### src/rtl/audio_sched_pkg.sv
// Shared types and defaults for the audio stream scheduler and its arbiter.
package audio_sched_pkg;

    typedef enum logic [1:0] {
        S_IDLE  = 2'd0,
        S_ARM   = 2'd1,
        S_WRITE = 2'd2,
        S_DRAIN = 2'd3
    } sched_state_t;

    localparam int AUDIO_BITS_DEF  = 12;
    localparam int N_SRC_DEF       = 4;
    localparam int UNDERRUN_CNT_W  = 16;

endpackage

### src/rtl/rr_arbiter.sv
// Combinational round-robin pick: first requester searching upward from
// last_i+1 with wrap-around. Returns one-hot and index forms of the winner.
module rr_arbiter
    import audio_sched_pkg::*;
#(
    parameter int N_SRC = N_SRC_DEF,
    localparam int IW   = $clog2(N_SRC)
) (
    input  logic [N_SRC-1:0] req_i,
    input  logic [IW-1:0]    last_i,
    output logic [N_SRC-1:0] gnt_o,
    output logic [IW-1:0]    idx_o
);

    logic          found;
    logic [IW-1:0] cand;

    always_comb begin
        gnt_o = '0;
        idx_o = '0;
        found = 1'b0;
        cand  = '0;
        for (int k = 1; k <= N_SRC; k++) begin
            cand = IW'((int'(last_i) + k) % N_SRC);
            if (!found && req_i[cand]) begin
                found       = 1'b1;
                gnt_o[cand] = 1'b1;
                idx_o       = cand;
            end
        end
    end

endmodule

### src/rtl/audio_stream_scheduler.sv
// Round-robin owner of the stereo output write port; one sample per frame.
// Optional underrun_count output is enabled by AUDIO_SCHED_UNDERRUN_CNT_EN.
module audio_stream_scheduler
    import audio_sched_pkg::*;
#(
    parameter int AUDIO_BITS   = AUDIO_BITS_DEF,
    parameter int N_SRC        = N_SRC_DEF,
    parameter int FRAME_CYCLES = 2**AUDIO_BITS
) (
    input  logic                          clk_audio,
    input  logic                          aclr,
    input  logic [N_SRC-1:0]              src_req,
    input  logic [N_SRC-1:0]              src_valid,
    input  logic [N_SRC*2*AUDIO_BITS-1:0] src_data,
    output logic [N_SRC-1:0]              src_ack,
    output logic [N_SRC-1:0]              grant,
    input  logic                          audio_ready,
    output logic                          audio_wreq,
    output logic [2*AUDIO_BITS-1:0]       audio_sample,
    output logic                          underrun
`ifdef AUDIO_SCHED_UNDERRUN_CNT_EN
    ,
    output logic [UNDERRUN_CNT_W-1:0]     underrun_count
`endif
);

    localparam int SW = 2 * AUDIO_BITS;
    localparam int IW = $clog2(N_SRC);
    localparam int FW = $clog2(FRAME_CYCLES);

    sched_state_t     state_q, state_d;
    logic [N_SRC-1:0] grant_q, grant_d;
    logic [IW-1:0]    owner_q, owner_d;
    logic [FW-1:0]    frame_q, frame_d;
    logic             wreq_q, wreq_d;
    logic [SW-1:0]    sample_q, sample_d;
    logic [N_SRC-1:0] ack_q, ack_d;
    logic             underrun_q, underrun_d;

    logic [N_SRC-1:0] arb_gnt;
    logic [IW-1:0]    arb_idx;
    logic [SW-1:0]    src_word [N_SRC];

    for (genvar g = 0; g < N_SRC; g++) begin : g_unpack
        assign src_word[g] = src_data[g*SW +: SW];
    end

    rr_arbiter #(.N_SRC(N_SRC)) u_arb (
        .req_i  (src_req),
        .last_i (owner_q),
        .gnt_o  (arb_gnt),
        .idx_o  (arb_idx)
    );

    always_comb begin
        state_d    = state_q;
        grant_d    = grant_q;
        owner_d    = owner_q;
        frame_d    = '0;
        wreq_d     = 1'b0;
        ack_d      = '0;
        sample_d   = sample_q;
        underrun_d = 1'b0;
        case (state_q)
            S_IDLE: begin
                grant_d = '0;
                if (|src_req) begin
                    grant_d = arb_gnt;
                    owner_d = arb_idx;
                    state_d = S_ARM;
                end
            end
            S_ARM: begin
                // Release wins over a transfer offered in the same cycle.
                if (!src_req[owner_q]) begin
                    grant_d = '0;
                    state_d = S_IDLE;
                end else if (audio_ready && src_valid[owner_q]) begin
                    wreq_d   = 1'b1;
                    sample_d = src_word[owner_q];
                    ack_d    = grant_q;
                    state_d  = S_WRITE;
                end else if (audio_ready) begin
                    if (frame_q == FW'(FRAME_CYCLES - 1)) begin
                        underrun_d = 1'b1;
                    end else begin
                        frame_d = frame_q + 1'b1;
                    end
                end
            end
            S_WRITE: state_d = S_DRAIN;
            // Wait for the frame's ready window to close before rearming.
            S_DRAIN: if (!audio_ready) state_d = S_ARM;
            default: state_d = S_IDLE;
        endcase
    end

    always_ff @(posedge clk_audio or posedge aclr) begin
        if (aclr) begin
            state_q    <= S_IDLE;
            grant_q    <= '0;
            owner_q    <= IW'(N_SRC - 1);
            frame_q    <= '0;
            wreq_q     <= 1'b0;
            sample_q   <= '0;
            ack_q      <= '0;
            underrun_q <= 1'b0;
        end else begin
            state_q    <= state_d;
            grant_q    <= grant_d;
            owner_q    <= owner_d;
            frame_q    <= frame_d;
            wreq_q     <= wreq_d;
            sample_q   <= sample_d;
            ack_q      <= ack_d;
            underrun_q <= underrun_d;
        end
    end

    assign grant        = grant_q;
    assign src_ack      = ack_q;
    assign audio_wreq   = wreq_q;
    assign audio_sample = sample_q;
    assign underrun     = underrun_q;

`ifdef AUDIO_SCHED_UNDERRUN_CNT_EN
    logic [UNDERRUN_CNT_W-1:0] ucnt_q, ucnt_d;

    // Count is per ownership: any grant change, including to idle, restarts it.
    always_comb begin
        ucnt_d = ucnt_q;
        if (grant_d != grant_q) begin
            ucnt_d = '0;
        end else if (underrun_d && (ucnt_q != '1)) begin
            ucnt_d = ucnt_q + 1'b1;
        end
    end

    always_ff @(posedge clk_audio or posedge aclr) begin
        if (aclr) begin
            ucnt_q <= '0;
        end else begin
            ucnt_q <= ucnt_d;
        end
    end

    assign underrun_count = ucnt_q;
`endif

endmodule

### config.mk
export PLATFORM = sky130hd
export DESIGN_NAME = audio_stream_scheduler
export DESIGN_NICKNAME = d
export VERILOG_FILES = /design/src/rtl/audio_sched_pkg.sv /design/src/rtl/rr_arbiter.sv /design/src/rtl/audio_stream_scheduler.sv
export SDC_FILE = /design/constraint.sdc
export NUM_CORES = 1
export LEC_CHECK = 0
export CORE_MARGIN = 5
export CORE_UTILIZATION = 45
export CTS_BUF_LIST = sky130_fd_sc_hd__clkbuf_4 sky130_fd_sc_hd__clkbuf_8
export CTS_CLUSTER_DIAMETER = 60
export DETAILED_ROUTE_END_ITERATION = 7
export PLACE_DENSITY = 0.85
export SYNTH_ARGS = -nofsm -noshare
export SYNTH_HDL_FRONTEND = slang
export SYNTH_SLANG_ARGS = --single-unit
### constraint.sdc
create_clock -name clk_audio -period 5.9 [get_ports clk_audio]
set_clock_uncertainty 0.1 [all_clocks]
set_input_delay 1.18 -clock clk_audio [delete_from_list [all_inputs] [get_ports clk_audio]]
set_output_delay 1.18 -clock clk_audio [all_outputs]
set_load 0.01 [all_outputs]
==> summary.md <==
| Metric | Value |
|---|---|
| WL/cell | `~16 µm` |
| R2r endpoint | `grant[2]` |
| Clock-pin slew on the worst setup and hold paths | `0.08 ns` |
| Die Height | `93.4 µm` |
| CTS H-tree depth | `2` |
| Post-Synth Adder-Cell Area | `5.60%` |
| Ant. Diodes | `0` |
| Vias in the first global route | `2751` |
| Fin crit period | `about 3.4 ns` |
| Seq/Total Area, Yosys | `40.0%` |
| Post-DRT Antenna Nets | `0` |
| RSZ-0062 raised after global routing | `no` |
| Ys async rst share | `100%` |
| Number of I/O pins | `roughly 140` |
| Final setup vio count | `0` |
| Synth Flop Type | `dfrtp_1` |
| CTS tree | `yes` |
| Sequential power share | `32.1%` |
| Syn Area/Cell | `12.8 µm²` |
| Critical path arrival | `3.52 ns` |
| Crit start category | `flip-flop` |
| Slew HR | `33.4%` |
| Worst min path class | `flip-flop to flip-flop` |
| CTS resizes | `0` |
| Layout cells sized above 1 | `18.1%` |
| Critical Path RT | `about 6.0 ns` |
| Vias per inst | `between 5 and 6` |
| Initial core utilization | `46.1%` |
| Cell area after synthesis | `3130 µm²` |
| Max Slew Vio Count | `0` |
| Fill cells | `522` |
| Syn_nets | `366` |
| P_int | `1.14 mW` |
| Max-cap violations | `0` |
| Post-Place Cells | `approximately 470` |
| Worst R2R Setup Slack | `2.52 ns` |
| Post-synthesis cell type count | `38` |
| Global-route usage over all layers | `18.2%` |
| Clock Power Share | `around 11%` |
| Full die area | `about 8700 µm²` |
| Worst setup EP type | `flip-flop` |
| Nets | `503` |
| Antenna violations before repair | `0` |
| Post-DP HPWL | `6320 µm` |
| Number of flops mapped to enable cells by yosys | `0` |
| Post-synthesis sequential element count | `50` |
| Total global routing overflow | `0` |
| Post-Synth Simple-Gate Area | `9.55%` |
| Post-route non-filler standard cell count | `478` |
| Hold_sp | `frame_q[0]` |
| Pin count of the biggest net entering global routing | `51` |
| Core box area | `6790 µm²` |
| Area growth, synth to finish | `49.0%` |
| Sw Ratio | `35.7%` |
| Post-synthesis compound-gate area fraction | `under 10%` |
| Clock sinks | `50` |
| R2r startpoint | `owner_q[0]` |
| Combinational share of power | `57.2%` |
| CTS Buf Count | `5` |
| Reg2Reg Depth | `7` |
| Most common cell after layout, fill and taps aside | `clkdlybuf4s50_1` |
| GPL Wtd Cong | `0.764` |
| Status | `complete, no violations` |
| Setup TNS | `0 ns` |
| Psw | `0.634 mW` |
| Number of cell rows | `30` |
| DRT Pass-1 Iters | `4` |
| Worst path cell trace | `buf_4, inv_1, ha_1, mux4_2, nor4b_4, and2b_4, a221o_1` |
| DR iter-0 viols | `96` |
| Main combinational cell family by area after synthesis | `multiplexers` |
| First-pass GRT wire length | `12700 µm` |
| WL final | `a little under 8000 µm` |
| Synth warnings | `0` |
| Max Clock Freq | `296 MHz` |
| Crit-path max cell delay | `0.73 ns` |
| Final Cycle Share | `57.3%` |
| Reg area | `~1300 µm²` |
| Area of the multi-input gates | `around 1700 µm²` |
| PwrDens | `381 nW/µm²` |
| Final hold vios | `0` |
| Leading cell types in the layout, fill and taps excluded | `clkdlybuf4s50_1, dfrtp_1, mux4_2` |
| Hold depth | `1` |
| Static Leak | `1.87 nW` |
| Xor/xnor share of the synthesized area | `under 10%` |
| Port buffer count | `140` |
| WS Path Type | `flip-flop to flip-flop` |
| Worst vdd ir | `0.000303 V` |
| Post-CTS setup buffer count | `0` |
| Vias | `2502` |
| Later-pin clock latency in the skew report | `0.30 ns` |
| Worst Hold End | `frame_q[0]` |
| Syn Inst Count | `245` |
| Die W | `93.4 µm` |
| Clock Tree Buf Depth | `2` |
| Post-synthesis mux area share | `30.9%` |
| DR DRC count | `0` |
| Worst Path Max Fanout | `29` |
| Crit-path slowest cell | `dfstp_2` |
| Clock Root Buffer | `clkbuf_8` |
| Worst-Margin Slew | `0.998 ns` |
| Hold-fix buffers, CTS | `0` |
kinds of logic after synthesis:
| kind of cell | after synthesis |
|---|---|
| adder cells (fa/ha/maj) | 14 |
| flip-flops | 50 |
| XOR/XNOR | 10 |
| AND/OR/NAND/NOR | 55 |
| multiplexers | 57 |
| buffers and inverters | 28 |
| AO/OA/AOI/OAI | 31 |
cell usage after synthesis (all sizes together) (2+ instances only):
cell / count / share of area, %
inv: 16 / 1.9
buf: 10 / 2.5
nand2: 11 / 1.3
nor4: 2 / 0.40
mux4: 29 / 21
xnor2: 6 / 1.7
a221o: 4 / 1.3
o21ai: 9 / 1.4
nor2: 22 / 2.6
ha: 14 / 5.6
mux2: 26 / 9.4
nand4: 3 / 0.60
nor2b: 2 / 0.40
xor2: 4 / 1.1
dfstp: 2 / 1.7
clkbuf: 2 / 0.24
a21oi: 10 / 1.6
a31o: 2 / 0.56
and3: 3 / 0.60
dfrtp: 48 / 38
nand3: 4 / 0.64
mux2i: 2 / 0.64
nor3: 2 / 0.32
sequential cells by signal (all words and copies together) (netlist names):
signal and cells:
src_ack 4, grant 4, owner_q 2, audio_sample 24, frame_q 12, underrun 1
state_q 2, audio_wreq 1
critical path: cells and delay by family (launching register included):
kind	cells	cell delay [ns]
mux	1	0.62
buf+inv	2	0.74
compound gates	1	0.15
flops	1	0.73
fa+ha+maj	1	0.44
simple gates	2	0.55
worst max-delay path by stage:
stage                     cells past startpoint               end  slack [ns]        from
after floorplan                               8          grant[1]        3.07  owner_q[0]
after global placement                        5  audio_sample[19]        2.36  src_req[3]
after detailed placement                      5  audio_sample[18]        2.28  src_req[3]
after CTS                                     7          grant[2]        2.45  owner_q[0]
after global routing                          7          grant[1]        2.25  owner_q[0]
final                                         7          grant[2]        2.52  owner_q[0]
metal layers:
| layer | wire [µm] | track usage [%] |
|---|---|---|
| met1 | 3140 | 22.3 |
| met2 | 4120 | 32.5 |
| met3 | 517 | 4.42 |
| met4 | 111 | 3.66 |
| met5 | 0 | 0 |
through the flow:
stage / power, mW / cell area (µm²) / hold WS (ns) / util (%) / worst slack [ns]
finish: 1.78 / 4670 / 0.384 / 68.7 / 2.52
global route: 1.90 / 4670 / 0.416 / 68.7 / 2.25
CTS: 1.81 / 4670 / 0.386 / 68.7 / 2.45
detailed placement: 1.61 / 4580 / 0.375 / 67.4 / 2.28
global placement: 1.58 / 4580 / 0.367 / 67.4 / 2.36
floorplan: 1.23 / 3130 / 0.348 / - / 3.07
power by group through the flow:
stage	Sequential, mW	Combinational, mW	Clock [mW]
after detailed placement	0.581	1.03	0
final	0.570	1.02	0.192
after CTS	0.575	1.03	0.199
after floorplan	0.565	0.669	0
after global placement	0.575	1.01	0
after global routing	0.594	1.10	0.211
cell type report:
type | count | share of cell area, %
Clock inverter | 1 | 0.161
Inverter | 16 | 1.29
Timing Repair Buffer | 142 | 30.4
Tap cell | 96 | 2.57
Clock buffer | 6 | 1.64
Multi-Input combinational cell | 167 | 37.1
Sequential cell | 50 | 26.9
(Power assumes the default switching activity.)
